**config.mk**
```make
export PLATFORM = sky130hd
export DESIGN_NAME = ps2_rx_fifo_flat
export DESIGN_NICKNAME = d
export VERILOG_FILES = /design/src/rtl/ps2_pkg.sv /design/src/rtl/ps2_rx_fifo_if.sv /design/src/rtl/ps2_debounce.sv /design/src/rtl/ps2_rx_fifo.sv /design/src/flat_wrapper.sv
export SDC_FILE = /design/constraint.sdc
export NUM_CORES = 1
export LEC_CHECK = 0
export ABC_AREA = 1
export ABC_CLOCK_PERIOD_IN_PS = 3990
export CORE_UTILIZATION = 65
export CTS_CLUSTER_DIAMETER = 80
export DETAILED_ROUTE_END_ITERATION = 8
export PLACE_DENSITY_LB_ADDON = 0.25
export RECOVER_POWER = 50
export SLEW_MARGIN = 15
export SYNTH_ARGS = -nofsm -noshare
export SYNTH_HDL_FRONTEND = slang
export SYNTH_SLANG_ARGS = --single-unit
```
**constraint.sdc**
```tcl
create_clock -name i_clk -period 3.99 [get_ports i_clk]
set_input_delay 1.197 -clock i_clk [delete_from_list [all_inputs] [get_ports i_clk]]
set_output_delay 1.197 -clock i_clk [all_outputs]
set_load 0.005 [all_outputs]
```
**src/rtl/ps2_pkg.sv**
```systemverilog
// Shared types and constants for the PS/2 receiver with event FIFO.
package ps2_pkg;

    // Frame decoder states
    typedef enum logic [1:0] {
        StIdle,
        StData,
        StParity,
        StStop
    } ps2_state_e;

    localparam logic [7:0] PS2_PREFIX_EXT = 8'hE0;
    localparam logic [7:0] PS2_PREFIX_REL = 8'hF0;

    // Event layout: {release, extended, scancode[7:0]}
    localparam int unsigned PS2_EVT_W       = 10;
    localparam int unsigned PS2_EVT_REL_BIT = 9;
    localparam int unsigned PS2_EVT_EXT_BIT = 8;

    function automatic logic [PS2_EVT_W-1:0] ps2_make_evt(input logic       rel,
                                                          input logic       ext,
                                                          input logic [7:0] code);
        return {rel, ext, code};
    endfunction

endpackage

```
**src/rtl/ps2_rx_fifo_if.sv**
```systemverilog
// Consumer-side bus of the PS/2 receiver: event FIFO head, handshake and status.
interface ps2_rx_fifo_if
    import ps2_pkg::*;
#(
    parameter int unsigned FIFO_DEPTH = 8
) ();

    logic                              clear;
    logic                              ready;
    logic                              valid;
    logic [PS2_EVT_W-1:0]              code;
    logic [$clog2(FIFO_DEPTH+1)-1:0]   count;
    logic                              overflow;
    logic                              frame_err;

    // Receiver side
    modport master (
        input  clear,
        input  ready,
        output valid,
        output code,
        output count,
        output overflow,
        output frame_err
    );

    // Consumer side
    modport slave (
        output clear,
        output ready,
        input  valid,
        input  code,
        input  count,
        input  overflow,
        input  frame_err
    );

endinterface

```
**src/rtl/ps2_debounce.sv**
```systemverilog
// Two-flop synchroniser followed by a stability filter; the output only moves
// after the synchronised input has disagreed with it for DEBOUNCE_CYCLES cycles.
module ps2_debounce #(
    parameter int unsigned DEBOUNCE_CYCLES = 8
) (
    input  logic i_clk,
    input  logic i_rst,
    input  logic i_raw,
    output logic o_level
);

    localparam int unsigned CntW = (DEBOUNCE_CYCLES > 1) ? $clog2(DEBOUNCE_CYCLES) : 1;

    logic [1:0]      sync_q, sync_d;
    logic [CntW-1:0] cnt_q, cnt_d;
    logic            level_q, level_d;

    // Count consecutive disagreeing cycles; flip the level on the last one
    always_comb begin
        sync_d  = {sync_q[0], i_raw};
        level_d = level_q;
        cnt_d   = '0;
        if (sync_q[1] != level_q) begin
            if (cnt_q == CntW'(DEBOUNCE_CYCLES - 1)) begin
                level_d = sync_q[1];
            end else begin
                cnt_d = cnt_q + CntW'(1);
            end
        end
    end

    // State registers; lines idle high
    always_ff @(posedge i_clk or posedge i_rst) begin
        if (i_rst) begin
            sync_q  <= 2'b11;
            cnt_q   <= '0;
            level_q <= 1'b1;
        end else begin
            sync_q  <= sync_d;
            cnt_q   <= cnt_d;
            level_q <= level_d;
        end
    end

    assign o_level = level_q;

endmodule

```
**src/rtl/ps2_rx_fifo.sv**
```systemverilog
// PS/2 keyboard receiver: filtered pins, 11-bit frame decoder with watchdog,
// E0/F0 prefix folding and an event FIFO drained by valid/ready.
// Optional parity checking is enabled by defining PS2_RX_PARITY_CHECK_EN.
module ps2_rx_fifo
    import ps2_pkg::*;
#(
    parameter int unsigned DEBOUNCE_CYCLES = 8,
    parameter int unsigned FIFO_DEPTH      = 8,
    parameter int unsigned TIMEOUT_CYCLES  = 20000
) (
    input  logic          i_clk,
    input  logic          i_rst,
    input  logic          i_ps2_clk,
    input  logic          i_ps2_data,
    ps2_rx_fifo_if.master bus
);

    localparam int unsigned PtrW = $clog2(FIFO_DEPTH);
    localparam int unsigned CntW = $clog2(FIFO_DEPTH + 1);
    localparam int unsigned WdW  = $clog2(TIMEOUT_CYCLES + 1);

    logic clk_f, data_f, fall;

    ps2_debounce #(.DEBOUNCE_CYCLES(DEBOUNCE_CYCLES)) u_db_clk (
        .i_clk  (i_clk),
        .i_rst  (i_rst),
        .i_raw  (i_ps2_clk),
        .o_level(clk_f)
    );

    ps2_debounce #(.DEBOUNCE_CYCLES(DEBOUNCE_CYCLES)) u_db_data (
        .i_clk  (i_clk),
        .i_rst  (i_rst),
        .i_raw  (i_ps2_data),
        .o_level(data_f)
    );

    // ---------------- Frame decoder ----------------
    ps2_state_e     state_q;
    logic [2:0]     bit_cnt_q;
    logic [7:0]     shift_q;
    logic [7:0]     byte_q;
    logic           byte_vld_q;
    logic           ferr_q;
    logic           clk_prev_q;
    logic [WdW-1:0] wd_q;
    logic           stop_ok;

    assign fall = clk_prev_q & ~clk_f;

`ifdef PS2_RX_PARITY_CHECK_EN
    logic par_ok_q;
    assign stop_ok = data_f & par_ok_q;
`else
    assign stop_ok = data_f;
`endif

    // Frame FSM with watchdog; byte/error outputs are single-cycle registered pulses
    always_ff @(posedge i_clk or posedge i_rst) begin
        if (i_rst) begin
            state_q    <= StIdle;
            bit_cnt_q  <= '0;
            shift_q    <= '0;
            byte_q     <= '0;
            byte_vld_q <= 1'b0;
            ferr_q     <= 1'b0;
            clk_prev_q <= 1'b1;
            wd_q       <= '0;
`ifdef PS2_RX_PARITY_CHECK_EN
            par_ok_q   <= 1'b0;
`endif
        end else begin
            clk_prev_q <= clk_f;
            byte_vld_q <= 1'b0;
            ferr_q     <= 1'b0;
            if (bus.clear) begin
                state_q <= StIdle;
                wd_q    <= '0;
            end else if (state_q != StIdle && !fall && wd_q == WdW'(TIMEOUT_CYCLES - 1)) begin
                state_q <= StIdle;
                ferr_q  <= 1'b1;
                wd_q    <= '0;
            end else begin
                if (state_q != StIdle) begin
                    wd_q <= fall ? '0 : wd_q + WdW'(1);
                end
                if (fall) begin
                    unique case (state_q)
                        StIdle: begin
                            if (!data_f) begin
                                state_q   <= StData;
                                bit_cnt_q <= '0;
                                wd_q      <= '0;
                            end
                        end
                        StData: begin
                            shift_q   <= {data_f, shift_q[7:1]};
                            bit_cnt_q <= bit_cnt_q + 3'd1;
                            if (bit_cnt_q == 3'd7) begin
                                state_q <= StParity;
                            end
                        end
                        StParity: begin
`ifdef PS2_RX_PARITY_CHECK_EN
                            par_ok_q <= ^{shift_q, data_f};
`endif
                            state_q  <= StStop;
                        end
                        StStop: begin
                            state_q <= StIdle;
                            if (stop_ok) begin
                                byte_vld_q <= 1'b1;
                                byte_q     <= shift_q;
                            end else begin
                                ferr_q <= 1'b1;
                            end
                        end
                    endcase
                end
            end
        end
    end

    // ---------------- Prefix assembler + FIFO ----------------
    logic                 ext_q, ext_d, rel_q, rel_d;
    logic                 evt_vld;
    logic [PS2_EVT_W-1:0] evt;
    logic [PS2_EVT_W-1:0] mem_q [FIFO_DEPTH];
    logic [PtrW-1:0]      wr_q, wr_d, rd_q, rd_d;
    logic [CntW-1:0]      count_q, count_d;
    logic                 ovf_q, ovf_d;
    logic [PS2_EVT_W-1:0] code_q, code_d;
    logic                 full, pop, push, drop;

    // Fold prefixes into flags; any other byte becomes an event
    always_comb begin
        ext_d   = ext_q;
        rel_d   = rel_q;
        evt_vld = 1'b0;
        evt     = ps2_make_evt(rel_q, ext_q, byte_q);
        if (bus.clear || ferr_q) begin
            ext_d = 1'b0;
            rel_d = 1'b0;
        end else if (byte_vld_q) begin
            if (byte_q == PS2_PREFIX_EXT) begin
                ext_d = 1'b1;
            end else if (byte_q == PS2_PREFIX_REL) begin
                rel_d = 1'b1;
            end else begin
                evt_vld = 1'b1;
                ext_d   = 1'b0;
                rel_d   = 1'b0;
            end
        end
    end

    // FIFO bookkeeping; clear wins, a push into a full FIFO is kept if a pop frees a slot
    always_comb begin
        full    = (count_q == CntW'(FIFO_DEPTH));
        pop     = (count_q != '0) && bus.ready;
        push    = evt_vld && (!full || pop);
        drop    = evt_vld && full && !pop;
        wr_d    = wr_q;
        rd_d    = rd_q;
        count_d = count_q;
        ovf_d   = ovf_q;
        code_d  = '0;
        if (bus.clear) begin
            wr_d    = '0;
            rd_d    = '0;
            count_d = '0;
            ovf_d   = 1'b0;
        end else begin
            wr_d    = wr_q + PtrW'(push);
            rd_d    = rd_q + PtrW'(pop);
            count_d = count_q + CntW'(push) - CntW'(pop);
            ovf_d   = ovf_q | drop;
            // Next head comes from the bypass when it is the entry being written now
            if (count_d != '0) begin
                code_d = (push && wr_q == rd_d) ? evt : mem_q[rd_d];
            end
        end
    end

    // Storage array; needs no reset since entries are only read once written
    always_ff @(posedge i_clk) begin
        if (push && !bus.clear) begin
            mem_q[wr_q] <= evt;
        end
    end

    // Assembler flags and FIFO control registers
    always_ff @(posedge i_clk or posedge i_rst) begin
        if (i_rst) begin
            ext_q   <= 1'b0;
            rel_q   <= 1'b0;
            wr_q    <= '0;
            rd_q    <= '0;
            count_q <= '0;
            ovf_q   <= 1'b0;
            code_q  <= '0;
        end else begin
            ext_q   <= ext_d;
            rel_q   <= rel_d;
            wr_q    <= wr_d;
            rd_q    <= rd_d;
            count_q <= count_d;
            ovf_q   <= ovf_d;
            code_q  <= code_d;
        end
    end

    assign bus.valid     = (count_q != '0);
    assign bus.code      = code_q;
    assign bus.count     = count_q;
    assign bus.overflow  = ovf_q;
    assign bus.frame_err = ferr_q;

endmodule

```
**src/flat_wrapper.sv**
```systemverilog
// flat-port wrapper written by rule: the top's interface ports become plain ports
module ps2_rx_fifo_flat import ps2_pkg::*;
#(
    parameter int unsigned DEBOUNCE_CYCLES = 8,
    parameter int unsigned FIFO_DEPTH      = 8,
    parameter int unsigned TIMEOUT_CYCLES  = 20000
)
  (i_clk, i_rst, i_ps2_clk, i_ps2_data, bus_clear, bus_ready, bus_valid, bus_code, bus_count, bus_overflow, bus_frame_err);
  ps2_rx_fifo_if #(.FIFO_DEPTH(FIFO_DEPTH)) bus_i ();
  input  logic i_clk;
  input  logic i_rst;
  input  logic i_ps2_clk;
  input  logic i_ps2_data;
  input wire logic [$bits(bus_i.clear)-1:0] bus_clear;
  input wire logic [$bits(bus_i.ready)-1:0] bus_ready;
  output wire logic [$bits(bus_i.valid)-1:0] bus_valid;
  output wire logic [$bits(bus_i.code)-1:0] bus_code;
  output wire logic [$bits(bus_i.count)-1:0] bus_count;
  output wire logic [$bits(bus_i.overflow)-1:0] bus_overflow;
  output wire logic [$bits(bus_i.frame_err)-1:0] bus_frame_err;
  assign bus_i.clear = bus_clear;
  assign bus_i.ready = bus_ready;
  assign bus_valid = bus_i.valid;
  assign bus_code = bus_i.code;
  assign bus_count = bus_i.count;
  assign bus_overflow = bus_i.overflow;
  assign bus_frame_err = bus_i.frame_err;
  ps2_rx_fifo #(.DEBOUNCE_CYCLES(DEBOUNCE_CYCLES), .FIFO_DEPTH(FIFO_DEPTH), .TIMEOUT_CYCLES(TIMEOUT_CYCLES)) u_core (.i_clk(i_clk), .i_rst(i_rst), .i_ps2_clk(i_ps2_clk), .i_ps2_data(i_ps2_data), .bus(bus_i));
endmodule
```
==> After elaboration in Yosys (flattened, before gate mapping) <==
Memories as Yosys holds them, arrays and structs flattened.
Index checks and enable logic that the tools add are counted.
{ "classes": {"addsub": 8, "eq_ne": 18, "n_mux": 50, "bitwise_logic": 5, "n_reduce_logical": 29} }
{ "op_table": {"columns": ["cell", "count"], "rows": [
  ["2-to-1 mux 15 bit", 7],
  ["2-to-1 mux 10 bit", 3],
  ["2-to-1 mux 1 bit", 25],
  ["2-to-1 mux 3 bit", 7],
  ["equality test 8 bit (second input constant)", 2],
  ["adder 15 x 1 -> 15 bit (second input constant)", 1],
  ["equality test 15 bit (second input constant)", 1],
  ["2-to-1 mux 2 bit", 5],
  ["AND reduction 5 bit", 2],
  ["adder 3 x 1 -> 3 bit (second input constant)", 3],
  ["equality test 3 bit (second input constant)", 3],
  ["logical AND 1 bit", 8],
  ["case mux 2 bit (4 select lines)", 1],
  ["AND reduction 2 bit", 4],
  ["nonzero test 4 bit", 2],
  ["adder 3 x 1 -> 3 bit", 2],
  ["case mux 3 bit (2 select lines)", 1],
  ["nonzero test 2 bit", 3],
  ["adder 4 x 1 -> 4 bit", 1],
  ["equality test 2 bit (second input constant)", 2],
  ["equality test 4 bit (second input constant)", 1],
  ["logical NOT 1 bit", 4],
  ["2-to-1 mux 4 bit", 1],
  ["!= test 4 x 2 -> 1 bit (second input constant)", 1],
  ["16 further kinds", 20]
]} }
{ "totals": {"regBits": 74, "ram_bits": 80, "inputBits": 6, "out_inout_bits": 17, "n_memories": 1} }
{ "mem_list": {"columns": ["name", "depth", "word_bits", "read_ports", "rd_clocked_by_memory_dff", "wr", "line", "text"], "rows": [
  ["u_core.mem_q", 8, 10, 1, 0, 1, "ps2_rx_fifo.sv:128", "logic [PS2_EVT_W-1:0] mem_q [FIFO_DEPTH];"]
]} }

==> Longest topological paths before layout <==
Gate-level depths: netlist (run 1).
{ "logic_depth": {"depth_word": 11, "ltp_mapped": 16} }

==> By module <==
A second synthesis (run 1) with hierarchy kept.
{ "unflattened": {"hier_cells": 726, "hier_area_um2": 7020.5} }
{ "modules_own_cells": {"columns": ["module", "n_inst", "cells_per_inst", "area_each_um2"], "rows": [
  ["ps2_rx_fifo", 1, 682, 6550.0],
  ["ps2_debounce", 2, 22, 235.2]
]} }

==> Least setup slack after synthesis (run 1) <==
Ideal clock, no wire load.
{ "synth_timing": {"path_kind": "in2reg", "startpoint": "in bus_ready", "endpoint": "reg u_core.code_q[4], in the netlist u_core.bus.code[4]", "setup_ns": 0.117, "t_arrival_ns": 2.979, "setup_slack_ns": 0.894, "stages": 12, "n_path_buf": 0, "path_cell_list": "inv_1 o211ai_2 inv_1 nor3_2 ha_1 fa_1 inv_1 nor2_1 nor3_1 nand2_1 nand2_1 nor2_1"} }
{ "synth_between": {"elab_chain_len": 8, "elab_cells_between_ends": 13, "classes_between": "add/sub: 3; eq/ne: 1; mux: 3; reduce/logical: 5; memory: 1"} }
{ "synth_lines": {"columns": ["item", "line", "text"], "rows": [
  ["start: declaration", "flat_wrapper.sv:15", "input wire logic [$bits(bus_i.ready)-1:0] bus_ready;"],
  ["logical AND 1 bit (*)", "ps2_rx_fifo.sv:160", "pop = (count_q != '0) && bus.ready;"],
  ["logical OR 1 bit", "ps2_rx_fifo.sv:161", "push = evt_vld && (!full || pop);"],
  ["logical AND 1 bit", "ps2_rx_fifo.sv:161", null],
  ["adder 4 x 1 -> 4 bit", "ps2_rx_fifo.sv:176", "count_d = count_q + CntW'(push) - CntW'(pop);"],
  ["subtractor 4 x 1 -> 4 bit", "ps2_rx_fifo.sv:176", null],
  ["nonzero test 4 bit", "ps2_rx_fifo.sv:179", "if (count_d != '0) begin"],
  ["2-to-1 mux 10 bit (*)", "ps2_rx_fifo.sv:179", null],
  ["2-to-1 mux 10 bit (*)", "ps2_rx_fifo.sv:168", "if (bus.clear) begin"],
  ["net u_core.code_d[4]", "ps2_rx_fifo.sv:132", "logic [PS2_EVT_W-1:0] code_q, code_d;"],
  ["end signal: assignment", "ps2_rx_fifo.sv:209", "code_q <= code_d;"],
  ["end: declaration", "ps2_rx_fifo.sv:132", null]
]} }
Mark *: on every way through the listed nets, which the timed path passes. The rest lies on a longest branch.
A chain may end at the register's enable or synchronous reset.

==> Worst setup path after layout (run 1) <==
{ "layout_timing": {"startpoint": "in bus_ready", "endpoint": "reg u_core.code_q[0], in the netlist u_core.bus.code[0]"} }
The elaborated chain is that of the path after synthesis.

==> results.md, run 1 <==
* Status: finished, violations left
* Failing checks: max-capacitance violations, max-slew violations
* Crit path max fanout at 10
* Setup CP Type: input port to register
* Most common cell after layout, fill and taps aside: nand2_1
* RSZ-0062 raised after global routing: no
* Hold depth at 0
* Clock root cell: clkbuf_8
* Drt first pass iters at 7
* H-tree levels at 4
* PostCTS Resize Cnt at 0
* Crit. End Element: register
* Arr. time, crit path at 3.77 ns
* Reg2reg setup slack at 1.14 ns
* Cells after Synth at just over 700
* Routed WL at between 10000 and 15000 um
* Post-layout nets at between 700 and 800
* Routed Antenna Nets at 0
* Endpoints failing setup at 0
* Ports at 23
* Port Buffers at 22
* CTS tree: built
* Max clock buf depth at 2
* Peak supply drop at 400 uV
* Synth Net Count at 750
* Hold wc startpoint: u_core.u_db_data.sync_q[0]
* Detail Placement HPWL at 9150 um
* Share of cells above drive strength 1 at 0.0882
* Starting density of the core at 0.672
* Worst Hold Slack at between 0.3 and 0.4 ns
* Synth-to-Final Area Change at 13.7%
* Die width at around 110 um
* Core Region at just over 10000 um2
* Sink Count at ~150
* Setup Skew at between 0.008 and 0.009 ns
* DR DRC count at 0
* Required time worst endpoint at 4.41 ns
* Wire per inst at approximately 15 um
* Die area at approximately 11000 um2
* Met2 global-route usage at 0.469
* Leakage at approximately 3.5 nW
* Post-synth cell types at 37
* Post-Syn Area at between 6000 and 7000 um2
* Fin crit share at 0.840
* Slew @ Worst Pin at about 1.8 ns
* Ys async rst share at 0.481
* Clk_lat worst skew at between 0.5 and 0.6 ns
* Total of max-cap violations at 1
* Ys flop type: edfxtp_1
* Final Max Tran Viols at 75
* GR met3 Demand/Resource at 0.0569
* Cell Area, Placed at ~7300 um2
* RR Endpoint: u_core.bus.code[0]
* Worst r2r src: u_core.bus.count[2]
* Diode count at 0
* Worst hold path endpoint: u_core.u_db_data.sync_q[1]
* Total number of yosys warnings at 0
* Worst R2R Path Depth at 13
* Seq/Total Area, Yosys at 0.614
* Vias in the first global route at between 4000 and 5000
* Worst setup margin at roughly 0.64 ns
* Largest net degree at the start of global routing at between 70 and 80
* M1 GR Usage at 0.353
* Synth Area per Inst at about 9.6 um2
* Pwr dens at 682 nW/um2
* Setup_tns at 0 ns
* Synthesized flop and latch total at 154
* TritonCTS buffer count at 17
* Antenna violations before repair at 0
* Design Area, Final at around 7900 um2
* Busiest layer in global routing: met2
* Most frequent cells in the layout: nand2_1, edfxtp_1, nor2_1
* Post-Route Utilization at 0.764
* Final GP Congestion at about 0.93
* Clk slew on worst S/H paths at roughly 0.070 ns
* Hold-fix buffers at CTS at 0
* Max_slew headroom at -0.177
* GRT Overall Usage at 0.276
* Number of synthesized flops with an enable pin at 80
* CP Launch Type: input port
* F_max at approximately 0.30 GHz
* Total congestion overflow at 0
* Final min period at 3.35 ns
* Via count at between 5000 and 6000
* Initial DRC count at roughly 340
* Post-CTS setup repair buffer count at 0
* Die H at 105 um
* Placement Rows at 37
* Global-route wire length before repair at roughly 23000 um
* Vias/cell at between 5 and 6
* Final Hold Viols at 0
* Pre-CTS WS at 0.206 ns
* Worst hold-check path type: register to register
[final cells by class]
class	instances	area, um2
Clock buffer	18	439
Clock inverter	14	123
Fill cell	676	2430
Inverter	69	259
Multi-Input combinational cell	479	2310
Sequential cell	154	4260
Tap cell	136	170
Timing Repair Buffer	37	330
[flip-flops by register name, indices dropped and copies added, names as in the netlist, 4 cells and up]
register / count
u_core.shift_q: 8
u_core.bus.count: 4
u_core.mem_q: 80
u_core.wd_q: 15
u_core.bus.code: 10
u_core.byte_q: 8
[per-stage QoR]
step                total power (W)  instances
finish                      0.00539        907
global route                0.00573        907
CTS                         0.00540        907
detailed placement          0.00388        875
global placement            0.00377        875
floorplan                   0.00331        722
[logic make-up (layout without fill, tap and decap cells)]
| logic type | after synthesis | count (layout) | share of synthesized area |
|---|---|---|---|
| and+or+nand+nor | 402 | 402 | 0.245 |
| DFF | 154 | 154 | 0.614 |
| buffers and inverters | 89 | 138 | 0.0521 |
| AOI/OAI and AO/OA | 47 | 47 | 0.0373 |
| adders and majority gates | 22 | 22 | 0.0407 |
| xor gates and xnor gates | 8 | 8 | 0.0112 |
[worst max-delay path, stage by stage]
cell and delay (ns):
dlygate4sd3_1 0.52, inv_1 0.07, o211ai_2 0.23, inv_1 0.10
nor3_2 0.24, ha_1 0.22, fa_1 0.42, inv_1 0.07
nor2_1 0.05, nor3_1 0.19, nand2_1 0.25, nand2_1 0.14
nor2_1 0.06
[Yosys cell counts (all sizes together) (2+ instances only)]
master,instances,area (um2)
clkinv,2,7.51
dfrtp,67,1680
clkbuf,6,22.5
ha,21,263
nand4,6,37.5
dfstp,7,184
nor2,74,298
buf,14,80.1
nor3b,3,22.5
edfxtp,80,2400
inv,67,251
a21oi,11,55.1
nor3,8,45.0
o211ai,3,27.5
nand3,68,358
a22oi,2,15.0
xnor2,6,60.1
nand2,242,931
xor2,2,17.5
o21ai,28,140
[power by group]
group | leakage (nW) | internal (W) | switching (W)
logic | 1.52 | 0.000710 | 0.00126
clock network | 0.286 | 0.000830 | 0.000685
registers | 1.66 | 0.00181 | 0.0000884
total | 3.47 | 0.00335 | 0.00203
[routing by layer]
metal | wire length, um | vias to the layer above | part of all wire
met5 | 0 | - | 0
met4 | 269 | 0 | 0.019
met3 | 903 | 28 | 0.065
met2 | 7140 | 167 | 0.51
met1 | 5660 | 2379 | 0.40
li1 | - | 2427 | -
[worst max-delay path by stage]
stage	from	end
5_1_grt	bus_clear	u_core.bus.code[0]
2_1_floorplan	bus_ready	u_core.bus.code[4]
4_1_cts	bus_ready	u_core.bus.code[0]
6_report	bus_ready	u_core.bus.code[0]
3_3_place_gp	bus_ready	u_core.bus.code[2]
3_5_place_dp	bus_ready	u_core.bus.code[0]
No activity file was read; power rests on OpenSTA's default activity.
==> run 2, diff against run 1 <==
--- a/config.mk
+++ b/config.mk
@@ -6,8 +6,8 @@
 export NUM_CORES = 1
 export LEC_CHECK = 0
 export ABC_AREA = 1
-export ABC_CLOCK_PERIOD_IN_PS = 3990
-export CORE_UTILIZATION = 65
+export ABC_CLOCK_PERIOD_IN_PS = 3450
+export CORE_UTILIZATION = 61
 export CTS_CLUSTER_DIAMETER = 80
 export DETAILED_ROUTE_END_ITERATION = 8
 export PLACE_DENSITY_LB_ADDON = 0.25
==> constraint.sdc (replaced) <==
create_clock -name i_clk -period 3.45 [get_ports i_clk]
set_input_delay 1.035 -clock i_clk [delete_from_list [all_inputs] [get_ports i_clk]]
set_output_delay 1.035 -clock i_clk [all_outputs]
set_load 0.005 [all_outputs]
==> results.md, run 2 (synthesis results as in run 1) <==
* Required time worst endpoint at 3.76 ns (was 4.41 ns)
* Global-route wire length before repair at 23800 um (was 23400 um)
* Max clock buf depth at 2 (unchanged)
* End of the critical path: u_core.bus.code[3] (was u_core.bus.code[0])
* Switching portion of total power at 0.364 (was 0.377)
* Setup Skew at 0.0123 ns (was 0.00861 ns)
* Busiest layer in global routing: met2 (unchanged)
* Cell class contributing the biggest share of worst-path delay: simple AND/OR/NAND/NOR gates (unchanged)
* Starting density of the core at 0.632 (was 0.672)
* Post-CTS setup repair buffer count at 0 (unchanged)
* Total congestion overflow at 0 (unchanged)
* Post-layout nets at 791 (was 786)
* Final Hold Viols at 0 (unchanged)
* Met2 global-route usage at 0.466 (was 0.469)
* Slew @ Worst Pin at 0.870 ns (was 1.77 ns)
* Leakage at 3.52 nW (was 3.47 nW)
* Final GP Congestion at 0.928 (was 0.935)
* Number of flip-flops in the largest register at 80 (unchanged)
* Cell Area, Placed at 7420 um2 (was 7340 um2)
* Vias/cell at 5.43 (was 5.51)
* Routed WL at 14400 um (was 14000 um)
* Pwr dens at 793 nW/um2 (was 682 nW/um2)
* Wire per inst at 15.7 um (was 15.4 um)
* Crit path max fanout at 10 (unchanged)
* Internal power at 0.00404 W (was 0.00335 W)
* Peak supply drop at 349 uV (was 400 uV)
* Comb pwr share at 0.368 (was 0.366)
* CP Launch Type: input port (unchanged)
* TritonCTS buffer count at 17 (unchanged)
* CP cell instances: clkdlybuf4s50_1 -> inv_1 -> o211ai_2 -> inv_1 -> nor3_2 -> ha_1 -> fa_1 -> inv_1 -> nor2_1 -> nor3_1 -> nand2_1 -> nand2_1 -> nor2_1 (was dlygate4sd3_1 -> inv_1 -> o211ai_2 -> inv_1 -> nor3_2 -> ha_1 -> fa_1 -> inv_1 -> nor2_1 -> nor3_1 -> nand2_1 -> nand2_1 -> nor2_1)
* Clk_lat worst skew at 0.42 ns (was 0.53 ns)
* M1 GR Usage at 0.327 (was 0.353)
* Final min period at between 3 and 4 ns
* RR Endpoint: u_core.bus.code[5] (was u_core.bus.code[0])
* Worst setup margin at 0.368 ns (was 0.637 ns)
* Port Buffers at 22 (unchanged)
* Via count at 4971 (was 5001)
* Worst R2R Path Depth at 14 (was 13)
* Detail Placement HPWL at 9520 um (was 9150 um)
* Critical path depth at 13 (unchanged)
* CTS tree: built (unchanged)
* Die area at 11800 um2 (was 11100 um2)
* Worst Hold Slack at 0.357 ns (was 0.358 ns)
* PostCTS Resize Cnt at 0 (unchanged)
* Largest net degree at the start of global routing at 54 (was 75)
* Ports at 23 (unchanged)
* Endpoints failing setup at 0 (unchanged)
* Crit. End Element: register (unchanged)
* Clk pwr share at 0.285 (was 0.281)
* Final Max Tran Viols at 0 (was 75)
* RSZ-0062 raised after global routing: no (unchanged)
* Arr. time, crit path at 3.39 ns (was 3.77 ns)
* Total of max-cap violations at 0 (was 1)
* GR met3 Demand/Resource at 0.0693 (was 0.0569)
* Worst r2r src: u_core.byte_q[0] (was u_core.bus.count[2])
* Die H at 109 um (was 105 um)
* Reg2reg setup slack at 0.72 ns (was 1.14 ns)
* Antenna violations before repair at 0 (unchanged)
* Synth-to-Final Area Change at 15.3% (was 13.7%)
* Placement Rows at 38 (was 37)
* Slowest-stage cell, CP: clkdlybuf4s50_1 (was dlygate4sd3_1)
* Reg power frac at 0.347 (was 0.353)
* Pre-CTS WS at -0.0432 ns (was 0.206 ns)
* Share of cells above drive strength 1 at 0.0966 (was 0.0882)
* Slowest stage delay, CP at 0.46 ns (was 0.52 ns)
* Diode count at 0 (unchanged)
* Design Area, Final at 8010 um2 (was 7890 um2)
* Vias in the first global route at 5015 (was 4806)
* Hold-fix buffers at CTS at 0 (unchanged)
* Most frequent cells in the layout: nand2_1, edfxtp_1, nor2_1 (unchanged)
* Post-placement cell count at 884 (was 875)
* Crit-path most repeated cell: inv_1 (unchanged)
* Sink Count at 154 (unchanged)
* Setup CP Type: input port to register (unchanged)
* Largest register by flop count: u_core.mem_q (unchanged)
* Status: completed (was finished, violations left)
* Post-Layout Cell Count at 916 (was 907)
* CP startpoint: bus_ready (unchanged)
* Drt first pass iters at 7 (unchanged)
* Worst hold-check path type: register to register (unchanged)
* Routed Antenna Nets at 0 (unchanged)
* Most common cell after layout, fill and taps aside: nand2_1 (unchanged)
* GRT Overall Usage at 0.271 (was 0.276)
* F_max at between 0.3 and 0.4 GHz
* Post-Route Utilization at 0.729 (was 0.764)
* Core Region at 11000 um2 (was 10300 um2)
* Initial DRC count at 357 (was 338)
* WP buf/inv at 4 (unchanged)
* H-tree levels at 4 (unchanged)
* Fin crit share at 0.893
* Clock root cell: clkbuf_16 (was clkbuf_8)
* Max_slew headroom at 0.420 (was -0.177)
* DR DRC count at 0 (unchanged)
* Clk slew on worst S/H paths at 0.07 ns (about the same)
* Sw Pwr at 0.00231 W (was 0.00203 W)
* Die width at 109 um (was 105 um)
-- run 2: worst register-to-register path: stages, from the launching register on --
cell and delay, ns:
dfrtp_1 0.50, inv_1 0.14, nand2_1 0.08, nor2_2 0.18, nand2_1 0.08, nand2_1 0.16
nor3_2 0.07, ha_1 0.20, fa_1 0.48, inv_1 0.04, nor2_1 0.15, nor3_1 0.08
nand2_1 0.26, nand2_1 0.10, nor2_1 0.14
-- run 2: worst min-delay path by stage --
stage	start	endpoint	slack (ns)	depth (start not counted)
floorplan	u_core.u_db_clk.sync_q[0]	u_core.u_db_clk.sync_q[1]	0.35	0
global placement	u_core.u_db_clk.sync_q[0]	u_core.u_db_clk.sync_q[1]	0.35	0
detailed placement	u_core.u_db_data.sync_q[0]	u_core.u_db_data.sync_q[1]	0.35	0
CTS	u_core.u_db_clk.sync_q[0]	u_core.u_db_clk.sync_q[1]	0.36	0
global route	u_core.u_db_clk.sync_q[0]	u_core.u_db_clk.sync_q[1]	0.36	0
finish	u_core.u_db_clk.sync_q[0]	u_core.u_db_clk.sync_q[1]	0.36	0
-- run 2: metal layers --
metal | share of wire | routed length (um)
met1 | 0.41 | 5840
met2 | 0.51 | 7330
met3 | 0.064 | 919
met4 | 0.022 | 310
met5 | 0 | 0
-- run 2: final cells by class --
class,instances,area (um2)
clock buffers,22,510
repair buffers,42,408
fillers,742,2980
multi-input cells,479,2310
well taps,140,175
flip-flops and latches,154,4260
inverters,69,259
clock inverters,10,75.1
-- run 2: metrics by stage --
| step | setup TNS (ns) | total power (W) |
|---|---|---|
| 2_1_floorplan | 0 | 0.00381 |
| 3_3_place_gp | 0 | 0.00442 |
| 3_5_place_dp | -0.204 | 0.00453 |
| 4_1_cts | 0 | 0.00638 |
| 5_1_grt | 0 | 0.00678 |
| 6_report | 0 | 0.00635 |
-- run 2: power groups by stage --
stage               Sequential (W)  Clock (W)  Combinational [W]
floorplan                  0.00221          0            0.00160
global placement           0.00223          0            0.00219
detailed placement         0.00224          0            0.00229
CTS                        0.00221    0.00183            0.00234
global route               0.00222    0.00191            0.00265
finish                     0.00220    0.00181            0.00234
